## src/rtl/mem_controller_if.sv

```systemverilog
// rtl/mem_controller_if.sv - byte-wide RAM/IO port plus i-cache and load/store-buffer client signals
interface mem_controller_if #(
   parameter int LINE_WIDTH = 64
);
   // RAM/IO port
   logic [7:0]            mem_din;
   logic [7:0]            mem_dout;
   logic [31:0]           mem_a;
   logic                  mem_wr;
   logic                  io_buffer_full;

   // instruction-line refill client
   logic                  icache_signal;
   logic [31:0]           icache_addr;
   logic                  icache_done;
   logic [LINE_WIDTH-1:0] icache_data;

   // load/store-buffer client
   logic                  lsb_signal;
   logic                  lsb_wr;
   logic [1:0]            lsb_len;
   logic [31:0]           lsb_addr;
   logic [31:0]           lsb_wdata;
   logic                  lsb_done;
   logic [31:0]           lsb_rdata;

   // environment side: clients and RAM
   modport master (
      output mem_din, io_buffer_full,
      output icache_signal, icache_addr,
      output lsb_signal, lsb_wr, lsb_len, lsb_addr, lsb_wdata,
      input  mem_dout, mem_a, mem_wr,
      input  icache_done, icache_data,
      input  lsb_done, lsb_rdata
   );

   // controller side
   modport slave (
      input  mem_din, io_buffer_full,
      input  icache_signal, icache_addr,
      input  lsb_signal, lsb_wr, lsb_len, lsb_addr, lsb_wdata,
      output mem_dout, mem_a, mem_wr,
      output icache_done, icache_data,
      output lsb_done, lsb_rdata
   );
endinterface

```

## src/rtl/mem_controller.sv

```systemverilog
// rtl/mem_controller.sv - serialises i-cache refills and LSB accesses onto a byte-wide RAM/IO port
module mem_controller #(
   parameter int          LINE_WIDTH = 64,
   parameter logic [31:0] IO_BASE    = 32'h00030000
) (
   input  logic       clk_in,
   input  logic       rst_in,
   input  logic       rdy_in,
   input  logic       clear_signal,
   mem_controller_if.slave bus
);

   localparam int LINE_BYTES = LINE_WIDTH / 8;
   localparam int CW         = $clog2(LINE_BYTES + 1);
   localparam int IW         = $clog2(LINE_BYTES);

   typedef enum logic [2:0] {
      IDLE,
      IFETCH,
      DREAD,
      DWRITE,
      DONE
   } state_t;

   state_t                state;
   state_t                state_next;
   logic [CW-1:0]         cnt;
   logic [CW-1:0]         len;
   logic [CW-1:0]         lsb_len_bytes;
   logic [LINE_WIDTH-1:0] rbuf;
   logic [LINE_WIDTH-1:0] rbuf_next;
   logic [23:0]           wbuf;
   logic [IW-1:0]         rd_idx;
   logic                  io_stall;
   logic                  reading;
   logic                  accept_lsb;
   logic                  accept_ic;
   logic                  finish;

   // A write into the IO region waits while the IO buffer is full.
   assign io_stall    = bus.io_buffer_full && (bus.mem_a[31:16] == IO_BASE[31:16]);
   assign bus.mem_wr  = rdy_in && (state == DWRITE) && !io_stall;
   assign reading     = (state == IFETCH) || (state == DREAD);
   // cnt runs one ahead of the byte arriving on mem_din (RAM has one cycle latency)
   assign rd_idx      = cnt[IW-1:0] - IW'(1);

   // Decode the LSB length; the illegal code 11 is served as a word.
   always_comb begin
      lsb_len_bytes = CW'(4);
      case (bus.lsb_len)
         2'b00:   lsb_len_bytes = CW'(1);
         2'b01:   lsb_len_bytes = CW'(2);
         default: lsb_len_bytes = CW'(4);
      endcase
   end

   // Merge the byte currently on mem_din into the read buffer.
   always_comb begin
      rbuf_next = rbuf;
      if (cnt != '0) begin
         rbuf_next[{rd_idx, 3'b000} +: 8] = bus.mem_din;
      end
   end

   // Next-state and control strobes; LSB has priority, nothing is accepted on a flush.
   always_comb begin
      state_next = state;
      accept_lsb = 1'b0;
      accept_ic  = 1'b0;
      finish     = 1'b0;
      case (state)
         IDLE: begin
            if (!clear_signal) begin
               if (bus.lsb_signal) begin
                  accept_lsb = 1'b1;
                  state_next = bus.lsb_wr ? DWRITE : DREAD;
               end else if (bus.icache_signal) begin
                  accept_ic  = 1'b1;
                  state_next = IFETCH;
               end
            end
         end
         IFETCH, DREAD: begin
            if (clear_signal) begin
               state_next = IDLE;
            end else if (cnt == len) begin
               finish     = 1'b1;
               state_next = DONE;
            end
         end
         DWRITE: begin
            if (!io_stall && (cnt == len - CW'(1))) begin
               finish     = 1'b1;
               state_next = DONE;
            end
         end
         DONE: begin
            state_next = IDLE;
         end
         default: begin
            state_next = IDLE;
         end
      endcase
   end

   // State register, frozen while rdy_in is low.
   always_ff @(posedge clk_in) begin
      if (!rst_in) begin
         state <= IDLE;
      end else if (rdy_in) begin
         state <= state_next;
      end
   end

   // Address walk, byte counter, read reassembly, write serialisation and done pulses.
   always_ff @(posedge clk_in) begin
      if (!rst_in) begin
         cnt             <= '0;
         len             <= '0;
         rbuf            <= '0;
         wbuf            <= '0;
         bus.mem_a       <= '0;
         bus.mem_dout    <= '0;
         bus.icache_done <= 1'b0;
         bus.lsb_done    <= 1'b0;
         bus.icache_data <= '0;
         bus.lsb_rdata   <= '0;
      end else if (rdy_in) begin
         bus.icache_done <= finish && (state == IFETCH);
         bus.lsb_done    <= finish && (state != IFETCH);
         if (accept_lsb || accept_ic) begin
            cnt       <= '0;
            rbuf      <= '0;
            bus.mem_a <= accept_lsb ? bus.lsb_addr : bus.icache_addr;
            len       <= accept_lsb ? lsb_len_bytes : CW'(LINE_BYTES);
            if (accept_lsb && bus.lsb_wr) begin
               bus.mem_dout <= bus.lsb_wdata[7:0];
               wbuf         <= bus.lsb_wdata[31:8];
            end
         end else if (reading && !clear_signal) begin
            rbuf <= rbuf_next;
            cnt  <= cnt + CW'(1);
            if (cnt < len - CW'(1)) begin
               bus.mem_a <= bus.mem_a + 32'd1;
            end
            if (finish) begin
               if (state == IFETCH) begin
                  bus.icache_data <= rbuf_next;
               end else begin
                  bus.lsb_rdata <= rbuf_next[31:0];
               end
            end
         end else if ((state == DWRITE) && !io_stall && !finish) begin
            cnt          <= cnt + CW'(1);
            bus.mem_a    <= bus.mem_a + 32'd1;
            bus.mem_dout <= wbuf[7:0];
            wbuf         <= {8'h00, wbuf[23:8]};
         end
      end
   end

endmodule

```

## src/flat_wrapper.sv

```systemverilog
// flat-port wrapper written by rule: the top's interface ports become plain ports
module mem_controller_flat 
#(
   parameter int          LINE_WIDTH = 64,
   parameter logic [31:0] IO_BASE    = 32'h00030000
)
  (clk_in, rst_in, rdy_in, clear_signal, bus_mem_din, bus_io_buffer_full, bus_icache_signal, bus_icache_addr, bus_lsb_signal, bus_lsb_wr, bus_lsb_len, bus_lsb_addr, bus_lsb_wdata, bus_mem_dout, bus_mem_a, bus_mem_wr, bus_icache_done, bus_icache_data, bus_lsb_done, bus_lsb_rdata);
  mem_controller_if #(.LINE_WIDTH(LINE_WIDTH)) bus_i ();
  input  logic clk_in;
  input  logic rst_in;
  input  logic rdy_in;
  input  logic clear_signal;
  input wire logic [$bits(bus_i.mem_din)-1:0] bus_mem_din;
  input wire logic [$bits(bus_i.io_buffer_full)-1:0] bus_io_buffer_full;
  input wire logic [$bits(bus_i.icache_signal)-1:0] bus_icache_signal;
  input wire logic [$bits(bus_i.icache_addr)-1:0] bus_icache_addr;
  input wire logic [$bits(bus_i.lsb_signal)-1:0] bus_lsb_signal;
  input wire logic [$bits(bus_i.lsb_wr)-1:0] bus_lsb_wr;
  input wire logic [$bits(bus_i.lsb_len)-1:0] bus_lsb_len;
  input wire logic [$bits(bus_i.lsb_addr)-1:0] bus_lsb_addr;
  input wire logic [$bits(bus_i.lsb_wdata)-1:0] bus_lsb_wdata;
  output wire logic [$bits(bus_i.mem_dout)-1:0] bus_mem_dout;
  output wire logic [$bits(bus_i.mem_a)-1:0] bus_mem_a;
  output wire logic [$bits(bus_i.mem_wr)-1:0] bus_mem_wr;
  output wire logic [$bits(bus_i.icache_done)-1:0] bus_icache_done;
  output wire logic [$bits(bus_i.icache_data)-1:0] bus_icache_data;
  output wire logic [$bits(bus_i.lsb_done)-1:0] bus_lsb_done;
  output wire logic [$bits(bus_i.lsb_rdata)-1:0] bus_lsb_rdata;
  assign bus_i.mem_din = bus_mem_din;
  assign bus_i.io_buffer_full = bus_io_buffer_full;
  assign bus_i.icache_signal = bus_icache_signal;
  assign bus_i.icache_addr = bus_icache_addr;
  assign bus_i.lsb_signal = bus_lsb_signal;
  assign bus_i.lsb_wr = bus_lsb_wr;
  assign bus_i.lsb_len = bus_lsb_len;
  assign bus_i.lsb_addr = bus_lsb_addr;
  assign bus_i.lsb_wdata = bus_lsb_wdata;
  assign bus_mem_dout = bus_i.mem_dout;
  assign bus_mem_a = bus_i.mem_a;
  assign bus_mem_wr = bus_i.mem_wr;
  assign bus_icache_done = bus_i.icache_done;
  assign bus_icache_data = bus_i.icache_data;
  assign bus_lsb_done = bus_i.lsb_done;
  assign bus_lsb_rdata = bus_i.lsb_rdata;
  mem_controller #(.LINE_WIDTH(LINE_WIDTH), .IO_BASE(IO_BASE)) u_core (.clk_in(clk_in), .rst_in(rst_in), .rdy_in(rdy_in), .clear_signal(clear_signal), .bus(bus_i));
endmodule
```

## config.mk

```make
export PLATFORM = sky130hd
export DESIGN_NAME = mem_controller_flat
export DESIGN_NICKNAME = d
export VERILOG_FILES = /design/src/rtl/mem_controller_if.sv /design/src/rtl/mem_controller.sv /design/src/flat_wrapper.sv
export SDC_FILE = /design/constraint.sdc
export NUM_CORES = 1
export LEC_CHECK = 0
export ABC_AREA = 1
export BUFFER_PORTS_ARGS = -buffer_cell sky130_fd_sc_hd__buf_4
export CORE_MARGIN = 8
export CORE_UTILIZATION = 35
export CTS_CLUSTER_DIAMETER = 120
export DETAILED_ROUTE_END_ITERATION = 8
export PLACE_DENSITY_LB_ADDON = 0.15
export SETUP_SLACK_MARGIN = 0.2
export SYNTH_ARGS = -nofsm -noshare
export SYNTH_HDL_FRONTEND = slang
export SYNTH_SLANG_ARGS = --single-unit
```

## constraint.sdc

```tcl
create_clock -name clk_in -period 2.35 [get_ports clk_in]
set_input_delay 0.235 -clock clk_in [delete_from_list [all_inputs] [get_ports clk_in]]
set_output_delay 0.235 -clock clk_in [all_outputs]
set_load 0.01 [all_outputs]
```

==> summary.txt <==
Outcome
  • Status: finished clean

Logic synthesis
  • Syn Inst Count: 1842
  • Yosys Warn Count: 0
  • Net Count, Synth: 1969
  • Post-synth top area cell: dfxtp_1
  • Post-Syn Area: 12000 sq um
  • Asr flop ratio synth: 0%
  • Synth unique cells: 43
  • Prevailing post-synth register cell: dfxtp_1
  • Synth top cells by count: 540 x nand2_1, 315 x nor2_1, 237 x dfxtp_1, 139 x a21oi_1, 103 x inv_1
  • Post-synthesis sequential area ratio: 39.7%
  • Most instantiated library cell after synthesis: nand2_1
  • Top cell type's share of synthesized area: 39.7%
  • Ranking of synthesized cells by area: dfxtp_1 40%, nand2_1 17%, nor2_1 9.9%
  • Post-synth EDFFs: 0
  • Mean Syn Cell Area: 6.49 sq um
  • #FFs+latches synth: 237

Timing
  • Skew final: 0.0286 ns
  • RSZ-0062 raised after global routing: yes
  • Min Clock Period, post-route: 2.20 ns
  • Tcrit/Tclk final: 93.4%
  • FMAX: 455 MHz
  • Hold Vio Cnt, Final: 0
  • Setup TNS: 0 ns
  • Slew Limit Fails: 0
  • Final setup fails: 0
  • Slew at the pin closest to its max-slew limit: 0.562 ns
  • Relative slew slack: 62.5%

GRT
  • Met1 usage: 26.8%
  • Total GRT Usage: 20.7%
  • Gr ovfl total: 0
  • Grt met2 use: 35.2%
  • Initial antenna violation count: 0
  • Vias in the first global route: 12300
  • Global-route wire length before repair: 68800 um
  • Largest net degree at the start of global routing: 94
  • GR Util met3: 3.63%
  • Gr busiest metal: met2

Job
  • Max_cap viols: 0

Critical path
  • Setup Crit Path Kind: reg2reg
  • Setup crit start kind: register
  • Crit. Startpoint: u_core.cnt[0]$_SDFFE_PN0P_
  • CP endpoint kind: register
  • Worst Path Arrival: 2.68 ns
  • Worst path max stage delay: 0.38 ns
  • Most used cell, CP: buf_4
  • Worst reg-to-reg path cell count: 15
  • WP data required: 2.84 ns
  • CP max-delay cell: dfxtp_4
  • Worst flop-to-flop path startpoint: u_core.cnt[0]$_SDFFE_PN0P_
  • Crit path max fanout: 8
  • CP Cell Sequence: inv_8 -> ha_4 -> nand2_1 -> nand2_2 -> buf_4 -> buf_4 -> nor2_4 -> buf_4 -> nor3_4 -> buf_12 -> buf_16 -> nand2_1 -> o21ai_4 -> or2_0 -> a21oi_1

Drt
  • Post-DR vias/cell: 5.02
  • Via Count: 13000
  • Antenna-violating nets left: 0
  • Final wirelength: 45700 um
  • WL per Instance: 17.6 um
  • 1st-pass router iterations: 5
  • # DRC: 0
  • Initial DRC Count: 880

Place
  • Dpl cells: 2503
  • GPL Wtd Cong: 0.869
  • Final HPWL DP: 30100 um
  • Buffers added on ports: 252

Worst hold path
  • Worst Hold Depth: 5
  • Hold_sp: bus_lsb_wdata[15]
  • HP Class: in2reg

Floorplan
  • Core Area: 33600 sq um
  • Initial Utilization: 35.6%
  • I/O pins: 253
  • Die footprint: 40300 sq um
  • Die X: 201 um
  • Std cell rows: 67
  • Die Y: 201 um

Power
  • Max rail drop VDD: 482 uV
  • Total power: 0.0108 W
  • PwrDens: 622 nW/um^2
  • Static Leak: 7.23 nW

Clock network
  • Clk Latency, worst-skew pair: 0.56 ns
  • CTS clk-pin slew, worst paths: 0.06 ns
  • H-Tree Depth: 1
  • CTS Buffer Depth: 3
  • Root Driver: clkbuf_16
  • TritonCTS clock tree: built
  • Sinks on the clock net: 237
  • CTS Buf Count: 28

Layout
  • Post-layout util: 51.4%
  • Nets: 2256
  • P&R area growth vs syn: 44.6%
  • Fillcell total: 3306
  • Post-Layout Cell Count: 2597
  • Antenna Cells: 0
  • Share of cells above drive strength 1: 28.9%
kinds of logic after synthesis:
logic type,Yosys count,share of synthesized area [%]
AOI/OAI and AO/OA,326,14.5
buffers and inverters,217,7.78
DFF,237,39.7
xor gates and xnor gates,9,0.659
and+or+nand+nor,1040,36.0
adders and majority gates,13,1.36
worst max-delay path, delay by kind of cell (launching register included):
family | cells | cell delay [ns]
buf+inv | 6 | 0.72
simple gates | 6 | 0.66
flops | 1 | 0.38
compound gates | 2 | 0.20
fa+ha+maj | 1 | 0.15
cells in the final DEF, fill, tap and decap left out, types with 7 or more instances in the layout:
cell type / count
clkbuf_8: 7
buf_6: 16
o21a_1: 14
o21ai_1: 28
dfxtp_1: 232
o21ai_2: 37
nand2_1: 477
nor2_1: 283
o21ai_0: 68
o21ai_4: 14
buf_4: 299
a211oi_1: 9
nor2_4: 27
nand3_1: 97
a21oi_1: 125
nand3_2: 7
nor2_2: 15
nor3_1: 32
clkbuf_16: 35
nand2_4: 20
inv_1: 96
nand4_1: 8
o22ai_1: 8
buf_12: 28
clkbuf_1: 9
nand2_2: 46
ha_1: 8
a21oi_2: 14
per-layer routing:
metal / vias to the layer above / wire, um
met5: - / 0
met4: 0 / 1110
met3: 65 / 2740
met2: 391 / 22000
met1: 6072 / 19900
li1: 6506 / -
power by group:
group	internal, W	total (W)	switching (W)	leakage, nW
Clock	0.00241	0.00415	0.00174	0.433
Sequential	0.00416	0.00430	0.000141	1.92
Combinational	0.000950	0.00231	0.00136	4.88
layout make-up:
cell class | count | area [sq um] | area share, %
clock inverters | 6 | 45.0 | 0.260
clock buffers | 44 | 831 | 4.80
repair buffers | 360 | 3370 | 19.5
flip-flops and latches | 237 | 4750 | 27.5
multi-input cells | 1390 | 7280 | 42.1
well taps | 448 | 561 | 3.24
inverters | 112 | 454 | 2.63
through the flow:
step | cell area, sq um | setup WS (ns) | hold WS [ns]
global placement | 14700 | 0.0518 | 0.450
detailed placement | 14700 | 0.0351 | 0.455
global route | 17300 | 0.0496 | 0.0328
floorplan | 12000 | 0.145 | 0.341
finish | 17300 | 0.154 | 0.0221
CTS | 16100 | 0.152 | 0.00597
final timing paths:
path	to	slack, ns
worst max-delay path	u_core.rbuf[44]$_SDFFE_PN0P_	0.15
worst min-delay path	u_core.wbuf[7]$_SDFFE_PN0P_	0.02
worst min register to register	u_core.rbuf[50]$_SDFFE_PN0P_	0.47
worst max register to register	u_core.rbuf[44]$_SDFFE_PN0P_	0.15
registers in the layout, summed over array words and instances, names as in the netlist, 3 cells and up:
register and count:
u_core.bus.icache_data 64, u_core.bus.lsb_rdata 32, u_core.bus.mem_a 32, u_core.bus.mem_dout 8, u_core.cnt 4, u_core.len 4, u_core.rbuf 64, u_core.state 3
u_core.wbuf 24
what timing repair did:
| item | CTS | global route |
|---|---|---|
| gates cloned | 7 | 10 |
| setup endpoints to repair | 193 | 225 |
| pin swaps | 13 | 95 |
| hold buffers | 3 | 0 |
| endpoints found under the hold margin | 5 | 0 |
| buffers inserted | 17 | 7 |
| resized for setup | 51 | 249 |
Note: power is estimated with default switching activity, not from simulation.
